[src/rtl/img_pair_xform_engine.sv]
// rtl/img_pair_xform_engine.sv - mirrored column-pair flip/invert engine for a packed-pixel image RAM
//
// Walks an IMG_W x IMG_H image held in a 2-read/2-write port memory. Each step
// reads one mirrored column pair (A, B) of a row and writes it back with an
// optional left-right swap and/or per-channel colour inversion. One pair takes
// 3 cycles (RD, WT, WR).
//
// Optional feature macro: XFORM_DST_BASE_EN
//   defined   -> extra input dst_base; writes go to dst_base+A / dst_base+B
//                (out-of-place transform, reads unchanged)
//   undefined -> in-place transform
//
// Ports:
//   clk, reset_n                 clock (rising edge), async active-low reset
//   start                        one-cycle run request, honoured only in IDLE
//   mode_hflip, mode_invert      run mode, sampled on an accepted start
//   dst_base                     write base address (XFORM_DST_BASE_EN only)
//   busy, done                   run in progress / level set at run end
//   mem_en_r1_n, mem_en_r2_n     active-low read enables
//   mem_addr_r1, mem_addr_r2     read addresses
//   mem_data_r1, mem_data_r2     read data, one-cycle latency
//   mem_en_w1_n, mem_en_w2_n     active-low write enables
//   mem_addr_w1, mem_addr_w2     write addresses
//   mem_data_w1, mem_data_w2     write data

module img_pair_xform_engine #(
  parameter int IMG_W  = 320,
  parameter int IMG_H  = 240,
  parameter int CH     = 3,
  parameter int BPC    = 8,
  parameter int DATA_W = 32,
  parameter int ADDR_W = 17
) (
  input  logic              clk,
  input  logic              reset_n,
  input  logic              start,
  input  logic              mode_hflip,
  input  logic              mode_invert,
`ifdef XFORM_DST_BASE_EN
  input  logic [ADDR_W-1:0] dst_base,
`endif
  output logic              busy,
  output logic              done,
  output logic              mem_en_r1_n,
  output logic              mem_en_r2_n,
  output logic [ADDR_W-1:0] mem_addr_r1,
  output logic [ADDR_W-1:0] mem_addr_r2,
  input  logic [DATA_W-1:0] mem_data_r1,
  input  logic [DATA_W-1:0] mem_data_r2,
  output logic              mem_en_w1_n,
  output logic              mem_en_w2_n,
  output logic [ADDR_W-1:0] mem_addr_w1,
  output logic [ADDR_W-1:0] mem_addr_w2,
  output logic [DATA_W-1:0] mem_data_w1,
  output logic [DATA_W-1:0] mem_data_w2
);

  localparam int PIX_W = CH * BPC;
  localparam int HALF  = (IMG_W + 1) / 2;

  localparam logic [ADDR_W-1:0] X_LAST   = ADDR_W'(HALF - 1);
  localparam logic [ADDR_W-1:0] ROW_LAST = ADDR_W'(IMG_H - 1);
  localparam logic [ADDR_W-1:0] W_STEP   = ADDR_W'(IMG_W);
  localparam logic [ADDR_W-1:0] W_LAST   = ADDR_W'(IMG_W - 1);

  typedef enum logic [1:0] {
    IDLE = 2'd0,
    RD   = 2'd1,
    WT   = 2'd2,
    WR   = 2'd3
  } state_t;

  state_t            state;
  logic              hflip_q;
  logic              invert_q;
  logic [ADDR_W-1:0] x_q;
  logic [ADDR_W-1:0] row_q;
  logic [ADDR_W-1:0] row_base_q;
  logic [ADDR_W-1:0] wbase_q;

  // Channel inversion (2^BPC-1)-c equals bitwise NOT within each channel, so
  // the whole pixel field is XORed; bits above CH*BPC are forced to zero.
  function automatic logic [DATA_W-1:0] xform(input logic [DATA_W-1:0] d,
                                              input logic inv);
    logic [DATA_W-1:0] r;
    r = '0;
    for (int i = 0; i < PIX_W; i++) r[i] = d[i] ^ inv;
    return r;
  endfunction

  logic [ADDR_W-1:0] addr_a;
  logic [ADDR_W-1:0] addr_b;
  logic [ADDR_W-1:0] next_x;
  logic [ADDR_W-1:0] next_row_base;
  logic [ADDR_W-1:0] next_a;
  logic [ADDR_W-1:0] next_b;
  logic              last_x;
  logic              last_pair;
  logic              middle;

  // Pair addresses come from a running row base; no multiplier.
  always_comb begin
    addr_a        = row_base_q + x_q;
    addr_b        = row_base_q + W_LAST - x_q;
    last_x        = (x_q == X_LAST);
    last_pair     = last_x && (row_q == ROW_LAST);
    next_x        = last_x ? '0 : x_q + ADDR_W'(1);
    next_row_base = last_x ? row_base_q + W_STEP : row_base_q;
    next_a        = next_row_base + next_x;
    next_b        = next_row_base + W_LAST - next_x;
    middle        = (addr_a == addr_b);
  end

  // Outputs are registered on the edge that enters a state, so read
  // addresses are on the bus during RD and data returns during WT.
  always_ff @(posedge clk or negedge reset_n) begin
    if (!reset_n) begin
      state       <= IDLE;
      busy        <= 1'b0;
      done        <= 1'b0;
      hflip_q     <= 1'b0;
      invert_q    <= 1'b0;
      x_q         <= '0;
      row_q       <= '0;
      row_base_q  <= '0;
      wbase_q     <= '0;
      mem_en_r1_n <= 1'b1;
      mem_en_r2_n <= 1'b1;
      mem_addr_r1 <= '0;
      mem_addr_r2 <= '0;
      mem_en_w1_n <= 1'b1;
      mem_en_w2_n <= 1'b1;
      mem_addr_w1 <= '0;
      mem_addr_w2 <= '0;
      mem_data_w1 <= '0;
      mem_data_w2 <= '0;
    end else begin
      case (state)
        IDLE: begin
          if (start) begin
            hflip_q     <= mode_hflip;
            invert_q    <= mode_invert;
`ifdef XFORM_DST_BASE_EN
            wbase_q     <= dst_base;
`else
            wbase_q     <= '0;
`endif
            done        <= 1'b0;
            busy        <= 1'b1;
            x_q         <= '0;
            row_q       <= '0;
            row_base_q  <= '0;
            mem_addr_r1 <= '0;
            mem_addr_r2 <= W_LAST;
            mem_en_r1_n <= 1'b0;
            mem_en_r2_n <= 1'b0;
            state       <= RD;
          end
        end
        RD: begin
          mem_en_r1_n <= 1'b1;
          mem_en_r2_n <= 1'b1;
          state       <= WT;
        end
        WT: begin
          // Read data is valid now; it goes straight into the write registers.
          mem_en_w1_n <= 1'b0;
          mem_en_w2_n <= middle;
          mem_addr_w1 <= wbase_q + addr_a;
          mem_addr_w2 <= wbase_q + addr_b;
          mem_data_w1 <= xform(hflip_q ? mem_data_r2 : mem_data_r1, invert_q);
          mem_data_w2 <= xform(hflip_q ? mem_data_r1 : mem_data_r2, invert_q);
          state       <= WR;
        end
        WR: begin
          mem_en_w1_n <= 1'b1;
          mem_en_w2_n <= 1'b1;
          x_q         <= next_x;
          row_base_q  <= next_row_base;
          if (last_x) row_q <= row_q + ADDR_W'(1);
          if (last_pair) begin
            busy  <= 1'b0;
            done  <= 1'b1;
            state <= IDLE;
          end else begin
            mem_addr_r1 <= next_a;
            mem_addr_r2 <= next_b;
            mem_en_r1_n <= 1'b0;
            mem_en_r2_n <= 1'b0;
            state       <= RD;
          end
        end
      endcase
    end
  end

endmodule

[config.mk]
export PLATFORM = sky130hd
export DESIGN_NAME = img_pair_xform_engine
export DESIGN_NICKNAME = d
export VERILOG_FILES = /design/src/rtl/img_pair_xform_engine.sv
export SDC_FILE = /design/constraint.sdc
export NUM_CORES = 1
export LEC_CHECK = 0
export CORE_ASPECT_RATIO = 1.5
export CORE_MARGIN = 2
export CORE_UTILIZATION = 50
export DETAILED_ROUTE_END_ITERATION = 16
export PLACE_DENSITY = 0.76
export REMOVE_ABC_BUFFERS = 1
export SKIP_CTS_REPAIR_TIMING = 1
export SYNTH_ARGS = -nofsm -noshare
export SYNTH_HDL_FRONTEND = slang
export SYNTH_SLANG_ARGS = --single-unit
export TNS_END_PERCENT = 50
[constraint.sdc]
create_clock -name clk -period 10.2 [get_ports clk]
set_input_delay 3.06 -clock clk [delete_from_list [all_inputs] [get_ports clk]]
set_output_delay 3.06 -clock clk [all_outputs]
set_load 0.1 [all_outputs]
==> results.py, run 1 <==
metrics = {
    "setup_path": {
        "startpoint_type": "register",
        "ff2ff_setup_slack_ns": 5.30,
        "cp_slowest_cell": "clkdlybuf4s50_1",
        "crit_chain": "clkdlybuf4s50_1",
        "cp_top_family": "buffers and inverters",
        "worstSetupPathType": "reg -> out",
        "crit_path_max_fanout": 3,
        "worstPathArrival_ns": 2.10,
        "end_kind": "output port",
        "cp_slowest_stage_delay_ns": 1.13,
        "critPathBufInv": 1,
        "worstPathRequired_ns": 7.14,
    },
    "synthesis": {
        "synth_top_cell_area_share_pct": 39.4,
        "ys_seq_area_share_pct": 40.1,
        "syn_area_sq_um": 10600,
        "avgSynthCellArea_sq_um": 10.2,
        "synth_edf_count": 0,
        "yosysTopAreaCell": "dfrtp_1",
        "synth_flop_cell": "dfrtp_1",
        "synth.distinct_cells": 70,
        "synth_seq_cells": 170,
        "ys_async_sr_fraction_pct": 100,
        "netlist_top_cells_area": "dfrtp_1, xnor2_1, ha_1, mux2_2, mux2i_1",
        "yosys_warnings": 0,
        "syn_inst": 1039,
    },
    "floorplan": {
        "dieArea_sq_um": 22400,
        "die_x_um": 123,
        "initial_core_util_pct": 50.8,
        "rows": 65,
        "die_h_um": 182,
        "coreArea_sq_um": 20900,
        "ios": 207,
    },
    "sta": {
        "hold_violations": 0,
        "slew-limit-headroom_pct": 24.3,
        "final_max_slew_viol_count": 0,
        "max_freq_ghz": 0.194,
        "worst_slew_pin_slew_ns": 1.14,
        "skew_ns": 0.0109,
        "setup_viol": 0,
        "tns_ns": 0,
        "layout_setup_ws_ns": 5.04,
        "fin_crit_ns": 5.16,
        "grt_setup_unrepaired": "no",
        "fin_crit_sh_pct": 50.6,
    },
    "clock_tree": {
        "cts_tree": "done",
        "cts_made_buffers": 17,
        "worstSkewPairLatency_ns": 0.43,
        "root_buffer": "clkbuf_16",
        "cts.sinks": 170,
        "clk_pin_slew_ns": 0.06,
        "htreeDepth": 4,
        "clockBufferDepth": 2,
    },
    "detailed_routing": {
        "drc_errors": 0,
        "wl_um": 23700,
        "dr.pass1.iters": 4,
        "vias": 7921,
        "vias_per_cell": 5.37,
        "ant_nets": 0,
        "drt-initial-drc-count": 451,
        "wl_per_cell_um": 16.1,
    },
    "grt": {
        "grt_pass1_vias": 8139,
        "grt-ovfl-total": 0,
        "grt_pass1_wl_um": 38800,
        "grt_usage_pct": 21.7,
        "grt_max_degree": 76,
        "antenna_found_initial": 0,
    },
    "finish": {
        "fillers": 1760,
        "layout.area.seq_sq_um": 4260,
        "multiInputGateArea_sq_um": 5890,
        "fin_area_sq_um": 13100,
        "diodes": 0,
        "final_core_util_pct": 62.5,
        "area_delta_synth_final_pct": 23.2,
        "drive_above_1_share_pct": 10.6,
        "nets": 1336,
    },
    "pwr": {
        "vdd_ir_drop_max_uv": 102,
        "p_leak_nw": 5.62,
        "power_density_nw_per_um2": 118,
    },
    "placement": {
        "place_ws_ns": 4.74,
        "portBuffers": 174,
        "dp_hpwl_um": 17500,
        "gp_routability_congestion": 0.851,
        "placed_cell_area_sq_um": 12500,
    },
    "status": {
        "outcome": "finished, final reports clean",
    },
    "worst_hold_path": {
        "hp-class": "reg -> reg",
    },
    "flow_run": {
        "max_cap_violations": 0,
    },
}
-- synth_stat cells (all sizes together), types with 2 or more instances --
library cell / n
o21ai: 43
and4: 5
o21a: 5
and2: 2
o31a: 2
nor2b: 3
o41ai: 3
nand4: 6
mux2: 68
a31oi: 7
nor3: 10
dfstp: 3
xor2: 25
or3: 7
a211o: 2
nor2: 81
nand3: 25
dfrtp: 167
a22o: 27
a21oi: 43
xnor2: 110
nand3b: 3
o32a: 3
a21o: 13
buf: 38
o21bai: 4
nor4: 5
ha: 73
conb: 2
clkbuf: 31
mux2i: 50
o211ai: 4
a211oi: 4
and3: 8
nand2: 62
inv: 54
nor3b: 3
nand2b: 7
nor4b: 2
o31ai: 12
-- cells in the final DEF (no fill, tap or decap), types with 27 or more instances in the layout --
master / instances
nor2_1: 80
nand2_1: 62
inv_1: 54
a22o_1: 27
clkdlybuf4s50_1: 173
o21ai_0: 37
xnor2_1: 109
ha_1: 72
a21oi_1: 43
mux2_2: 68
dfrtp_1: 165
mux2i_1: 49
-- where the power goes --
group | internal (mW) | total, mW | switching [mW]
clock | 0.369 | 0.644 | 0.275
combinational | 0.0583 | 0.212 | 0.153
sequential | 0.686 | 0.692 | 0.00607
total | 1.11 | 1.55 | 0.435
-- area by class of cell --
type | instances | area share, %
Clock buffer | 19 | 3.39
Clock inverter | 13 | 1.09
Inverter | 55 | 1.58
Multi-Input combinational cell | 768 | 45.1
Sequential cell | 170 | 32.6
Tap cell | 268 | 2.57
Timing Repair Buffer | 181 | 13.7
-- logic make-up after synthesis --
| group | count (synthesis) | synth area share, % |
|---|---|---|
| AO/OA/AOI/OAI | 184 | 11.9 |
| XOR/XNOR | 135 | 11.2 |
| adder cells (fa/ha/maj) | 74 | 8.80 |
| buffers and inverters | 124 | 5.31 |
| flip-flops | 170 | 40.1 |
| multiplexers | 118 | 11.9 |
| other | 2 | 0.0708 |
| AND/OR/NAND/NOR | 232 | 10.7 |
-- per-stage QoR --
step / hold WS (ns) / power [mW] / std cells
after floorplan: 0.485 / 0.848 / 993
final: 0.471 / 1.55 / 1474
after detailed placement: 0.460 / 0.917 / 1442
after global routing: 0.513 / 1.60 / 1474
after CTS: 0.477 / 1.57 / 1474
after global placement: 0.453 / 0.915 / 1442
-- worst register-to-register path, cell delays in order (launching register included) --
cell and delay, ns:
dfrtp_1 0.56, ha_1 0.39, and4_1 0.30, nand4_1 0.55, nor2_1 0.54, nand2_1 0.15
xnor2_1 0.18, ha_1 0.34, inv_1 0.07, ha_1 0.32, a21oi_1 0.22, o31ai_1 0.12
a21oi_1 0.24, o21bai_1 0.11, a21oi_1 0.23, o21ai_0 0.15, xnor2_1 0.14, a22o_1 0.19
-- sequential cells by signal (all words and copies together), names as in the netlist --
register     cells
invert_q         1
row_base_q      11
mem_addr_w1     17
mem_data_w1     24
hflip_q          1
mem_addr_r2     17
x_q             17
mem_data_w2     24
done             1
mem_addr_r1     17
busy             1
mem_addr_w2     17
row_q           17
mem_en_w1_n      1
state            2
mem_en_w2_n      1
mem_en_r2_n      1
-- path summary, 6_finish.rpt --
path                                       startpoint                          end  cells past startpoint
hold / removal             mem_addr_r1[9]$_DFFE_PN0P_   mem_addr_r1[9]$_DFFE_PN0P_                      2
min in group asynchronous                     reset_n  mem_data_w1[13]$_DFFE_PN0P_                      1
hold reg to reg            mem_addr_r1[9]$_DFFE_PN0P_   mem_addr_r1[9]$_DFFE_PN0P_                      2
setup / recovery              mem_en_r2_n$_DFFE_PN1P_                  mem_en_r1_n                      1
setup reg to reg                   x_q[0]$_DFFE_PN0P_  mem_addr_r2[16]$_DFFE_PN0P_                     17
max in group asynchronous                     reset_n         row_q[4]$_DFFE_PN0P_                      2
-- metal layers --
layer,global-route usage (%),up-vias,part of all wire [%]
met5,0,-,0
met4,8.64,0,2.5
met3,4.13,44,5.0
met2,38.9,204,52
met1,25.0,3813,41
li1,-,3860,-
Power figures use the tool's default switching activity.
==> run 2: changes to the inputs <==
==> constraint.sdc (replaced) <==
create_clock -name clk -period 4.9 [get_ports clk]
set_input_delay 1.47 -clock clk [delete_from_list [all_inputs] [get_ports clk]]
set_output_delay 1.47 -clock clk [all_outputs]
set_load 0.1 [all_outputs]
==> results.py, run 2 (synthesis results as in run 1) <==
metrics = {
    "clock_tree": {
        "cts_tree": "done",
        "cts.sinks": 170,
        "cts_made_buffers": 17,
        "root_buffer": "clkbuf_16",
        "worstSkewPairLatency_ns": 0.44,
        "clk_pin_slew_ns": 0.07,
        "clockBufferDepth": 2,
        "htreeDepth": 4,
    },
    "setup_path": {
        "end_kind": "register",
        "worstSetupPathType": "reg -> reg",
        "critPathBufInv": 2,
        "cp_slowest_cell": "dfrtp_1",
        "startpoint_type": "register",
        "crit_chain": "ha_1, and4_1, nand4_1, nor2_1, buf_4, nand2_1, xnor2_1, ha_1, inv_1, ha_1, a21oi_1, o31ai_1, a21oi_1, o21bai_1, a21oi_1, o21ai_0, xnor2_1, a22o_1",
        "cp_slowest_stage_delay_ns": 0.54,
        "crit_path_max_fanout": 10,
        "worstPathArrival_ns": 4.49,
        "worstPathRequired_ns": 5.22,
        "cp_top_family": "compound AO/OA/AOI/OAI gates",
        "reg2reg_depth": 18,
        "cp.depth": 18,
    },
    "finish": {
        "area_delta_synth_final_pct": 23.7,
        "final_core_util_pct": 62.8,
        "diodes": 0,
        "fillers": 1770,
        "nets": 1343,
        "drive_above_1_share_pct": 11.1,
        "final_common_cell": "clkdlybuf4s50_1",
        "final_cells": 1481,
        "mostFrequentLayoutCells": "clkdlybuf4s50_1, dfrtp_1, xnor2_1",
        "reg_top3": "mem_data_w1: 24 flops, mem_data_w2: 24 flops",
    },
    "sta": {
        "setup_viol": 0,
        "hold_violations": 0,
        "worst_slew_pin_slew_ns": 1.06,
        "max_freq_ghz": 0.240,
        "fin_crit_sh_pct": 85.2,
        "grt_setup_unrepaired": "no",
        "slew-limit-headroom_pct": 29.2,
        "skew_ns": 0.0138,
        "hold_slack_ns": 0.473,
        "tns_ns": 0,
        "fin_crit_ns": 4.17,
        "final_max_slew_viol_count": 0,
    },
    "detailed_routing": {
        "vias_per_cell": 5.39,
        "wl_um": 23200,
        "ant_nets": 0,
        "drc_errors": 0,
        "vias": 7978,
        "dr.pass1.iters": 4,
        "wl_per_cell_um": 15.7,
        "drt-initial-drc-count": 413,
    },
    "grt": {
        "grt_max_degree": 73,
        "grt_usage_pct": 21.2,
        "grt_pass1_wl_um": 38200,
        "grt_pass1_vias": 8103,
        "antenna_found_initial": 0,
        "grt-ovfl-total": 0,
    },
    "floorplan": {
        "ios": 207,
        "die_x_um": 123,
        "die_h_um": 182,
        "coreArea_sq_um": 20900,
        "initial_core_util_pct": 50.8,
        "dieArea_sq_um": 22400,
        "rows": 65,
    },
    "pwr": {
        "vdd_ir_drop_max_uv": 212,
        "power_density_nw_per_um2": 243,
        "p_leak_nw": 5.65,
        "pwr-share-comb_pct": 13.9,
        "switchingPower_mw": 0.923,
        "p_seq_share_pct": 45.2,
        "power_mw": 3.18,
        "swShare_pct": 29.0,
        "p_int_mw": 2.26,
        "clkPwrFrac_pct": 40.9,
    },
    "worst_hold_path": {
        "hold-path-cell-count": 2,
        "hp-class": "reg -> reg",
    },
    "placement": {
        "placed_cells": 1449,
        "portBuffers": 174,
        "gp_routability_congestion": 0.844,
        "dp_hpwl_um": 17100,
    },
    "flow_run": {
        "max_cap_violations": 0,
    },
    "status": {
        "outcome": "finished, final reports clean",
    },
}
[run 2: worst paths after layout]
path,from,endpoint,slack [ns]
worst max-delay path,x_q[0]$_DFFE_PN0P_,mem_addr_r2[16]$_DFFE_PN0P_,0.73
worst min-delay path,mem_addr_r1[9]$_DFFE_PN0P_,mem_addr_r1[9]$_DFFE_PN0P_,0.47
worst max register to register,x_q[0]$_DFFE_PN0P_,mem_addr_r2[16]$_DFFE_PN0P_,0.73
worst min register to register,mem_addr_r1[9]$_DFFE_PN0P_,mem_addr_r1[9]$_DFFE_PN0P_,0.47
max in group asynchronous,reset_n,mem_en_w1_n$_DFFE_PN1P_,2.96
min in group asynchronous,reset_n,mem_data_w1[7]$_DFFE_PN0P_,1.04
[run 2: worst min-delay path, delay by kind of cell (launching register included)]
kind | cells | cell delay (ns)
AND/OR/NAND/NOR | 2 | 0.10
flip-flops | 1 | 0.35
[run 2: layer usage]
layer | wire length (um) | vias to the layer above | global-route usage, %
li1 | - | 3882 | -
met1 | 9300 | 3874 | 24.3
met2 | 12300 | 188 | 38.9
met3 | 1090 | 34 | 3.69
met4 | 516 | 0 | 7.63
met5 | 0 | - | 0
[run 2: metrics by stage]
| step | setup slack (ns) | cell area, sq um |
|---|---|---|
| after CTS | 0.719 | 13100 |
| final | 0.727 | 13100 |
| after floorplan | 0.637 | 10300 |
| after detailed placement | 0.758 | 12600 |
| after global placement | 0.799 | 12600 |
| after global routing | 0.366 | 13100 |
[run 2: power by group through the flow]
stage | Sequential [mW] | Clock, mW | Combinational, mW
after floorplan | 1.65 | 0 | 0.117
after global placement | 1.47 | 0 | 0.440
after detailed placement | 1.47 | 0 | 0.443
after CTS | 1.44 | 1.33 | 0.445
after global routing | 1.44 | 1.40 | 0.463
final | 1.44 | 1.30 | 0.441
[run 2: final cells by class]
| cell class | count | area (sq um) | share of cell area, % |
|---|---|---|---|
| clock buffer | 18 | 429 | 3.27 |
| clock inverter | 14 | 136 | 1.04 |
| inverter | 55 | 206 | 1.57 |
| multi-input combinational | 768 | 5890 | 44.9 |
| sequential | 170 | 4260 | 32.5 |
| tap | 268 | 335 | 2.56 |
| timing repair buffer | 188 | 1860 | 14.2 |
==> run 3: changes to the inputs <==
--- a/config.mk
+++ b/config.mk
@@ -5,6 +5,7 @@
 export SDC_FILE = /design/constraint.sdc
 export NUM_CORES = 1
 export LEC_CHECK = 0
+export CAP_MARGIN = 40
 export CORE_ASPECT_RATIO = 1.5
 export CORE_MARGIN = 2
 export CORE_UTILIZATION = 50
@@ -12,6 +13,7 @@
 export PLACE_DENSITY = 0.76
 export REMOVE_ABC_BUFFERS = 1
 export SKIP_CTS_REPAIR_TIMING = 1
+export SLEW_MARGIN = 15
 export SYNTH_ARGS = -nofsm -noshare
 export SYNTH_HDL_FRONTEND = slang
 export SYNTH_SLANG_ARGS = --single-unit
==> constraint.sdc (replaced) <==
create_clock -name clk -period 4.91 [get_ports clk]
set_input_delay 1.473 -clock clk [delete_from_list [all_inputs] [get_ports clk]]
set_output_delay 1.473 -clock clk [all_outputs]
set_load 0.1 [all_outputs]
==> results.py, run 3 (synthesis results as in run 1) <==
metrics = {
    "status": {
        "outcome": "finished, final reports clean",
    },
    "detailed_routing": {
        "dr.pass1.iters": 5,
        "wl_um": 26000,
        "vias": 8470,
        "wl_per_cell_um": 16.2,
        "ant_nets": 0,
        "drc_errors": 0,
        "drt-initial-drc-count": 442,
        "vias_per_cell": 5.28,
    },
    "setup_path": {
        "worstSetupPathType": "reg -> reg",
        "cp_slowest_cell": "dfrtp_1",
        "startpoint_type": "register",
        "worstPathArrival_ns": 4.47,
        "crit_path_max_fanout": 10,
        "reg2reg_depth": 18,
        "cp_slowest_stage_delay_ns": 0.54,
        "crit_chain": "ha_1, and4_1, nand4_1, nor2_1, buf_4, nand2_1, xnor2_1, ha_1, inv_1, ha_1, a21oi_1, o31ai_1, a21oi_1, o21bai_1, a21oi_1, o21ai_0, xnor2_1, a22o_1",
        "worstPathRequired_ns": 5.23,
        "end_kind": "register",
    },
    "pwr": {
        "p_leak_nw": 6.76,
        "switchingPower_mw": 0.936,
        "p_seq_share_pct": 42.3,
        "power_mw": 3.40,
        "clkPwrFrac_pct": 41.5,
        "power_density_nw_per_um2": 221,
        "vdd_ir_drop_max_uv": 242,
        "pwr-share-comb_pct": 16.2,
        "p_int_mw": 2.47,
        "swShare_pct": 27.5,
    },
    "floorplan": {
        "die_x_um": 123,
        "ios": 207,
        "rows": 65,
        "coreArea_sq_um": 20900,
        "die_h_um": 182,
        "dieArea_sq_um": 22400,
        "initial_core_util_pct": 50.8,
    },
    "clock_tree": {
        "cts_tree": "done",
        "clockBufferDepth": 2,
        "root_buffer": "clkbuf_16",
        "clk_pin_slew_ns": 0.07,
        "cts.sinks": 170,
        "cts_made_buffers": 17,
        "worstSkewPairLatency_ns": 0.43,
        "htreeDepth": 4,
    },
    "sta": {
        "fin_crit_ns": 4.15,
        "tns_ns": 0,
        "skew_ns": 0.0135,
        "worst_slew_pin_slew_ns": 0.810,
        "final_max_slew_viol_count": 0,
        "hold_violations": 0,
        "max_freq_ghz": 0.241,
        "slew-limit-headroom_pct": 46.0,
        "hold_slack_ns": 0.482,
        "grt_setup_unrepaired": "no",
        "setup_viol": 0,
        "fin_crit_sh_pct": 84.6,
    },
    "finish": {
        "drive_above_1_share_pct": 19.2,
        "mostFrequentLayoutCells": "clkdlybuf4s50_1, dfrtp_1, xnor2_1",
        "nets": 1466,
        "diodes": 0,
        "area_delta_synth_final_pct": 45.2,
        "final_common_cell": "clkdlybuf4s50_1",
        "final_core_util_pct": 73.7,
        "reg_top3": "mem_data_w1: 24 flops, mem_data_w2: 24 flops",
    },
    "grt": {
        "grt_usage_pct": 23.9,
        "antenna_found_initial": 0,
        "use_met1_pct": 26.8,
        "met3_usage_pct": 3.72,
        "grt_pass1_wl_um": 42900,
        "grt-busiest-layer": "met2",
        "use_met2_pct": 45.1,
        "grt_max_degree": 73,
        "grt-ovfl-total": 0,
        "grt_pass1_vias": 8871,
    },
    "flow_run": {
        "max_cap_violations": 0,
    },
    "worst_hold_path": {
        "hold-path-cell-count": 2,
        "hp-class": "reg -> reg",
    },
    "placement": {
        "dp_hpwl_um": 19800,
        "portBuffers": 174,
        "gp_routability_congestion": 0.845,
    },
}
[run 3: worst paths after layout]
| path | start | slack (ns) | end |
|---|---|---|---|
| max | x_q[0]$_DFFE_PN0P_ | 0.76 | mem_addr_r2[16]$_DFFE_PN0P_ |
| min | mem_addr_w2[11]$_DFFE_PN0P_ | 0.48 | mem_addr_w2[11]$_DFFE_PN0P_ |
| max reg2reg | x_q[0]$_DFFE_PN0P_ | 0.76 | mem_addr_r2[16]$_DFFE_PN0P_ |
| min reg2reg | mem_addr_w2[11]$_DFFE_PN0P_ | 0.48 | mem_addr_w2[11]$_DFFE_PN0P_ |
| max in group asynchronous | reset_n | 2.94 | mem_en_w1_n$_DFFE_PN1P_ |
| min in group asynchronous | reset_n | 1.02 | mem_data_w1[13]$_DFFE_PN0P_ |
[run 3: layer usage]
layer / part of all wire (%) / up-vias
met1: 39 / 4102
li1: - / 4134
met2: 55 / 196
met3: 3.7 / 38
met5: 0 / -
met4: 2.1 / 0
[run 3: cell type report]
class                   count  area, sq um
clock buffers              21          460
clock inverters            11          159
multi-input cells         768         5890
flip-flops and latches    170         4260
inverters                  55          206
well taps                 268          335
repair buffers            311         4090
fillers                  1413         5500
[run 3: power groups by stage]
stage / Sequential (mW) / Clock [mW] / Combinational [mW]
after global routing: 1.44 / 1.51 / 0.574
after CTS: 1.44 / 1.44 / 0.554
after global placement: 1.46 / 0 / 0.439
after floorplan: 1.65 / 0 / 0.116
final: 1.44 / 1.41 / 0.550
after detailed placement: 1.47 / 0 / 0.551
[run 3: worst max-delay path: cells and delay by family, from the launching register on]
family | cells | cell delay, ns
adders and majority gates | 3 | 1.01
buffers and inverters | 2 | 0.22
and+or+nand+nor | 4 | 0.70
AOI/OAI and AO/OA | 7 | 1.25
xor gates and xnor gates | 2 | 0.31
DFF | 1 | 0.54
[run 3: per-stage QoR]
stage          cell area [sq um]  std cells  setup slack, ns
6_report                   15400       1604            0.757
5_1_grt                    15400       1604            0.430
4_1_cts                    15400       1604            0.750
3_5_place_dp               14800       1572            0.765
3_3_place_gp               12600       1449            0.823
2_1_floorplan              10300        993            0.647
